File: src/rtl/bandai_unlock_rx.sv
// Console-side initiator/receiver for the cartridge mapper unlock handshake.
// Optional retry on failure is compiled in with `define BANDAI_UNLOCK_RETRY_EN.
module bandai_unlock_rx #(
  parameter logic [7:0]  REQ_ADDR  = 8'hA5,
  parameter logic [7:0]  IDLE_ADDR = 8'h00,
  parameter logic [15:0] EXP_WORD  = 16'h28A0,
  parameter int unsigned TIMEOUT   = 32,
  parameter int unsigned MAX_RETRY = 3
) (
  input  logic        CLK,
  input  logic        RSTn,
  input  logic        START,
  input  logic        SI,
  output logic [7:0]  ADDR,
  output logic        BUSY,
  output logic        UNLOCKED,
  output logic        FAIL,
  output logic [15:0] RXWORD
);

  typedef enum logic [2:0] {
    StIdle,
    StReq,
    StWaitStart,
    StShift,
    StStop,
    StDone,
    StFailChk,
    StFail
  } state_e;

  localparam logic [7:0] TmoLast = 8'(TIMEOUT - 1);
  localparam logic [3:0] BitLast = 4'd15;

  state_e      state_q, state_d;
  logic [7:0]  addr_q, addr_d;
  logic        unlocked_q, unlocked_d;
  logic        fail_q, fail_d;
  logic [15:0] rxword_q, rxword_d;
  logic [15:0] shreg_q, shreg_d;
  logic [7:0]  tmo_q, tmo_d;
  logic [3:0]  bit_q, bit_d;

`ifdef BANDAI_UNLOCK_RETRY_EN
  localparam logic [7:0] RetryMax = 8'(MAX_RETRY);
  logic [7:0] retry_q, retry_d;

  always_ff @(posedge CLK or negedge RSTn) begin
    if (!RSTn) begin
      retry_q <= 8'd0;
    end else begin
      retry_q <= retry_d;
    end
  end
`endif

  always_ff @(posedge CLK or negedge RSTn) begin
    if (!RSTn) begin
      state_q    <= StIdle;
      addr_q     <= IDLE_ADDR;
      unlocked_q <= 1'b0;
      fail_q     <= 1'b0;
      rxword_q   <= 16'h0000;
      shreg_q    <= 16'h0000;
      tmo_q      <= 8'd0;
      bit_q      <= 4'd0;
    end else begin
      state_q    <= state_d;
      addr_q     <= addr_d;
      unlocked_q <= unlocked_d;
      fail_q     <= fail_d;
      rxword_q   <= rxword_d;
      shreg_q    <= shreg_d;
      tmo_q      <= tmo_d;
      bit_q      <= bit_d;
    end
  end

  always_comb begin
    state_d    = state_q;
    unlocked_d = unlocked_q;
    fail_d     = fail_q;
    rxword_d   = rxword_q;
    shreg_d    = shreg_q;
    tmo_d      = tmo_q;
    bit_d      = bit_q;
`ifdef BANDAI_UNLOCK_RETRY_EN
    retry_d    = retry_q;
`endif

    unique case (state_q)
      StIdle: begin
        if (START) begin
          state_d    = StReq;
          unlocked_d = 1'b0;
          fail_d     = 1'b0;
`ifdef BANDAI_UNLOCK_RETRY_EN
          retry_d    = 8'd0;
`endif
        end
      end
      // The mapper loads its shift register on this edge; start bit follows next cycle.
      StReq: begin
        state_d = StWaitStart;
        tmo_d   = 8'd0;
      end
      StWaitStart: begin
        if (!SI) begin
          state_d = StShift;
          bit_d   = 4'd0;
        end else if (tmo_q == TmoLast) begin
          state_d = StFailChk;
        end else begin
          tmo_d = tmo_q + 8'd1;
        end
      end
      // LSB arrives first, so shifting right from bit 15 leaves it in bit 0.
      StShift: begin
        shreg_d = {SI, shreg_q[15:1]};
        if (bit_q == BitLast) begin
          state_d = StStop;
        end else begin
          bit_d = bit_q + 4'd1;
        end
      end
      StStop: begin
        rxword_d = shreg_q;
        if (!SI && (shreg_q == EXP_WORD)) begin
          state_d = StDone;
        end else begin
          state_d = StFailChk;
        end
      end
      StDone: begin
        unlocked_d = 1'b1;
      end
      StFailChk: begin
`ifdef BANDAI_UNLOCK_RETRY_EN
        if (retry_q < RetryMax) begin
          state_d = StReq;
          retry_d = retry_q + 8'd1;
        end else begin
          state_d = StFail;
          fail_d  = 1'b1;
        end
`else
        state_d = StFail;
        fail_d  = 1'b1;
`endif
      end
      StFail: begin
        if (START) begin
          state_d = StReq;
          fail_d  = 1'b0;
`ifdef BANDAI_UNLOCK_RETRY_EN
          retry_d = 8'd0;
`endif
        end
      end
      default: begin
        state_d = StIdle;
      end
    endcase

    addr_d = (state_d == StReq) ? REQ_ADDR : IDLE_ADDR;
  end

  assign ADDR     = addr_q;
  assign BUSY     = (state_q != StIdle) && (state_q != StDone) && (state_q != StFail);
  assign UNLOCKED = unlocked_q;
  assign FAIL     = fail_q;
  assign RXWORD   = rxword_q;

endmodule

File: config.mk
export PLATFORM = sky130hd
export DESIGN_NAME = bandai_unlock_rx
export DESIGN_NICKNAME = d
export VERILOG_FILES = /design/src/rtl/bandai_unlock_rx.sv
export SDC_FILE = /design/constraint.sdc
export NUM_CORES = 1
export LEC_CHECK = 0
export CELL_PAD_IN_SITES_DETAIL_PLACEMENT = 1
export CELL_PAD_IN_SITES_GLOBAL_PLACEMENT = 2
export CORE_ASPECT_RATIO = 1.25
export CORE_MARGIN = 5
export CORE_UTILIZATION = 39
export CTS_BUF_LIST = sky130_fd_sc_hd__clkbuf_4 sky130_fd_sc_hd__clkbuf_8
export CTS_CLUSTER_DIAMETER = 40
export DETAILED_ROUTE_END_ITERATION = 10
export GPL_TIMING_DRIVEN = 0
export PLACE_DENSITY_LB_ADDON = 0.1
export SLEW_MARGIN = 10
export SYNTH_ARGS = -nofsm -noshare
export SYNTH_HDL_FRONTEND = slang
export SYNTH_SLANG_ARGS = --single-unit
export TNS_END_PERCENT = 100
File: constraint.sdc
create_clock -name CLK -period 5.73 [get_ports CLK]
set_clock_uncertainty 0.05 [all_clocks]
set_input_delay 0.8595 -clock CLK [delete_from_list [all_inputs] [get_ports CLK]]
set_output_delay 0.8595 -clock CLK [all_outputs]
set_load 0.03 [all_outputs]
; ---- Yosys cells after proc, flatten, opt, wreduce, memory -nomap -nowiden
; Cells that the tools add are included.
[totals]
ff_bits = 57
latchBits = 0
ram_bits = 0
mem_bits_ro = 0
inputBits = 4
memories = 0
[op_classes]
addsub = 2
n_mul = 0
n_div = 0
n_lt_le_gt_ge = 0
n_eq_ne = 19
shifts = 0
muxes = 16
bitwise = 0
n_reduce_logical = 15
[ops]
columns = operator, count
row1 = 8-bit 2-to-1 mux, 3
row2 = 3-bit case mux with 6 select lines, 1
row3 = 16-bit by 14-bit == test with 1-bit output (second input constant), 1
row4 = 8-bit case mux with 2 select lines, 1
row5 = 3-bit == test (second input constant), 4
row6 = 3-bit 2-to-1 mux, 4
row7 = 2-bit inequality test (second input constant), 5
row8 = 8-bit by 1-bit adder with 8-bit output (second input constant), 1
row9 = 8-bit by 5-bit == test with 1-bit output (second input constant), 1
row10 = 4-bit 2-to-1 mux, 2
row11 = 4-bit case mux with 2 select lines, 1
row12 = 2-bit nonzero test, 4
row13 = 3-bit by 1-bit == test with 1-bit output (second input constant), 2
row14 = 3-bit by 2-bit == test with 1-bit output (second input constant), 2
row15 = 3-bit inequality test (second input constant), 2
row16 = 3-bit AND reduction, 2
row17 = 4-bit by 1-bit adder with 4-bit output (second input constant), 1
row18 = 4-bit == test (second input constant), 1
row19 = 1-bit case mux with 2 select lines, 2
row20 = 2-bit AND reduction, 2
row21 = 1-bit logical AND, 3
row22 = 3-bit zero test, 1
row23 = 3-bit nonzero test, 1
row24 = 2-bit 2-to-1 mux, 1
row25 = 4 further kinds, 4

; ---- Logic depth before layout (Yosys ltp)
[depth]
depth_word = 6
depth_mapped = 6
mapped_depth_nobuf = 5

; ---- Least setup slack after synthesis
; Ideal clock, no wire load.
[synth_timing]
path_kind = in2reg
start = input SI
end = register tmo_q[5]
t_arrival_ns = 1.942
required_ns = 5.614
slack_ns = 3.672
cell_stages = 5
path_buffers = 1
cell_sequence = and4bb_1 a21bo_1 buf_6 or4_1 nand2_1
[synth_via]
elab_chain_len = 2
[synth_lines]
columns = item, line
row1 = from (decl), 13  ; input logic SI,
row2 = 2-bit inequality test (no source line), n/a
row3 = 3-bit AND reduction (no source line), n/a
row4 = to (signal assigned), 74  ; tmo_q <= tmo_d;
row5 = to (decl), 41  ; logic [7:0] tmo_q, tmo_d;
; No other way between the ends.
; A chain may end at the register's enable or synchronous reset.

; ---- Worst setup path in the final report
[layout_timing]
start = register state_q[2]
end = output BUSY
[layout_via]
elab_chain_len = 3
word_cells_on_any_way = 5
classes_between = 2 x eq/ne / 3 x reduce/logical
[layout_lines]
columns = item, line
row1 = from (decl), 35  ; state_e state_q, state_d;
row2 = from (signal assigned), 59  ; state_q <= StIdle;
row3 = from (signal assigned), 68  ; state_q <= state_d;
row4 = 3-bit inequality test or 3-bit nonzero test (tied branches), 169  ; assign BUSY = (state_q != StIdle) && (state_q != StDone) && (state_q != StFail);
row5 = 1-bit logical AND, 169
row6 = 1-bit logical AND (*), 169
row7 = to (decl), 15  ; output logic BUSY,
; Mark *: on every way between the ends. The rest lies on a longest branch, timed or not.

==> run metrics <==
number of port buffers=26; peak supply drop=0.1852 mV; die area=7586 um2; initial DRC count=44; Vias=1694; Core Util, Final=0.4841; vias in the first global route=~1800; unrepaired setup endpoints after global routing=no; Critical Path Fanout Max=10; Slew HR=0.5026; gpl congestion=0.7515; synth top area cells=dfrtp_1 (54%), nand2_1 (9.6%), mux2_2 (7.8%); CTS tree=built; Root Driver=clkbuf_8; Worst-path clk slew=~0.090 ns; setup TNS=0 ns; Vias/cell=5.118; CORE AREA=5779 um2; FMAX=352.8 MHz; top cells by count, synth=nand2_1 (59), dfrtp_1 (50), mux2_2 (16); worst reg2reg startpoint=tmo_q[0]; Mapped Cells=227; initial antenna violation count=0; FF/Latch Area=1251 um2; YS warnings=0; Max stage delay on crit path=just under 0.6 ns; Hold Buf Count CTS=0; async set or reset register ratio after synthesis=1.000; worst r2r dst=FAIL; aggregate global-route resource usage=0.1469; row cnt=31; DRC Markers=0; post-synthesis sequential area ratio=0.5405; Synth Cell Area=2315 um2; Area growth syn-to-layout=20.86%; EDFF count, synth=0; Ports=31; largest net degree at the start of global routing=35; latest clock arrival within the worst-skew pair=approximately 0.29 ns; Final Setup Violations=0; drt wl/cell=15.18 um; n_diodes=0; total CTS buffers=5; CTS max path bufs=2; Buf/Inv on CP=2; # clock sinks=50; Max Cap Viol=0; Routed Antenna Nets=0; CP Class=flip-flop to output port; crit start category=flip-flop; Initial Util=0.4005; area leader, netlist=dfrtp_1; crit end category=output port; FF-to-FF path depth=5; outcome=finished clean; Lkg Pwr=between 1 and 1.5 nW; # Post-CTS Setup Buffers=0; drt first pass iters=4; hold slack final=0.4354 ns; Die X=78.91 um; Tmin final=2.834 ns; Seq cells post-synth=50; Post-Route WL=5.025 mm; area of the multi-input gates=959.7 um2; fill cell count=652; worst setup path startpoint=state_q[2]; worst slew pin tran=0.7444 ns; Final Cycle Share=0.4947; crit path max-delay cell type=clkdlybuf4s50_1; Max H-tree Level=2; synthesized area per cell=10.20 um2; count of cell types in the netlist=42; Pins Over Slew Limit=0; grt total ovfl=0; pwr dens=397.2 nW/um2; fraction of layout cells with a size suffix above 1=0.1585; fin nets=between 200 and 300; Primary FF master, synth=dfrtp_1; die height=about 96 um; first-pass GRT wire length=8.776 mm; top-count cell post-synth=nand2_1; cells along the critical path=clkbuf_1 -> nand2_1 -> and2_1 -> clkdlybuf4s50_1; worst path arrival time=1.92 ns; DPL Wire Length=between 3 and 4 mm; WP depth=4; Crit path max-delay family=buffers and inverters; Final Hold Fails=0; post_cts resized=0; Critical Path RT=approximately 4.8 ns; post-synth top area share=0.5405; Hold Path Class=primary input to asynchronous set/reset pin; R2R Setup Slk=approximately 3.8 ns
## sequential cells by signal (all words and copies together) (netlist names)
| signal | cells |
|---|---|
| ADDR | 1 |
| FAIL | 1 |
| RXWORD | 16 |
| UNLOCKED | 1 |
| bit_q | 4 |
| shreg_q | 16 |
| state_q | 3 |
| tmo_q | 8 |
## routing by layer
metal	routed length (um)	global-route usage	vias to the layer above
met2	2684	0.2649	15
met3	120	0.02903	4
met4	39	0.04298	0
met1	2181	0.1779	830
met5	0	0	-
li1	-	-	845
## worst register-to-register path, cell delays in order (launching register included)
cell,delay (ns)
dfrtp_1,0.42
ha_1,0.24
and4_1,0.26
and2_1,0.17
a221o_1,0.41
o32a_1,0.34
## power by group
| group | switching (mW) | internal, mW |
|---|---|---|
| registers | 0.0811 | 0.438 |
| logic | 0.207 | 0.136 |
| clock network | 0.114 | 0.135 |
| total | 0.402 | 0.709 |
## through the flow
stage	instances	setup slack (ns)	power (mW)	cell area, um2
floorplan	230	3.672	0.7557	2326
global placement	322	2.169	0.8656	2669
detailed placement	323	2.845	0.8791	2684
CTS	331	2.883	1.132	2798
global route	331	2.743	1.206	2798
finish	331	2.896	1.111	2798
## how the worst max path moves through the flow
stage | to | slack, ns
floorplan | tmo_q[5] | 3.67
global placement | RXWORD[2] | 2.17
detailed placement | tmo_q[5] | 2.85
CTS | BUSY | 2.88
global route | BUSY | 2.74
finish | BUSY | 2.90
## cell usage in the layout, fill, tap and decap left out, types with 5 or more instances in the layout
cell              n
nand2_1          59
dfrtp_1          50
clkdlybuf4s50_1  25
mux2_2           16
nor2_1            9
nand3_1           9
buf_4             7
buf_2             6
o211ai_1          6
o21ai_0           5
clkbuf_8          5
## cell type report
type | instances | area share
flip-flops and latches | 50 | 0.4472
repair buffers | 27 | 0.09839
plain buffers | 17 | 0.03712
multi-input cells | 160 | 0.3430
inverters | 3 | 0.004025
clock buffers | 6 | 0.02728
well taps | 66 | 0.02952
clock inverters | 2 | 0.01342
## cell families after synthesis
family | count (synthesis) | synth area share
AOI/OAI and AO/OA | 23 | 0.07027
xor gates and xnor gates | 3 | 0.01135
adders and majority gates | 2 | 0.01081
buffers and inverters | 20 | 0.04973
DFF | 50 | 0.5405
muxes | 16 | 0.07784
other | 1 | 0.001620
and+or+nand+nor | 112 | 0.2378
(Power assumes the default switching activity.)
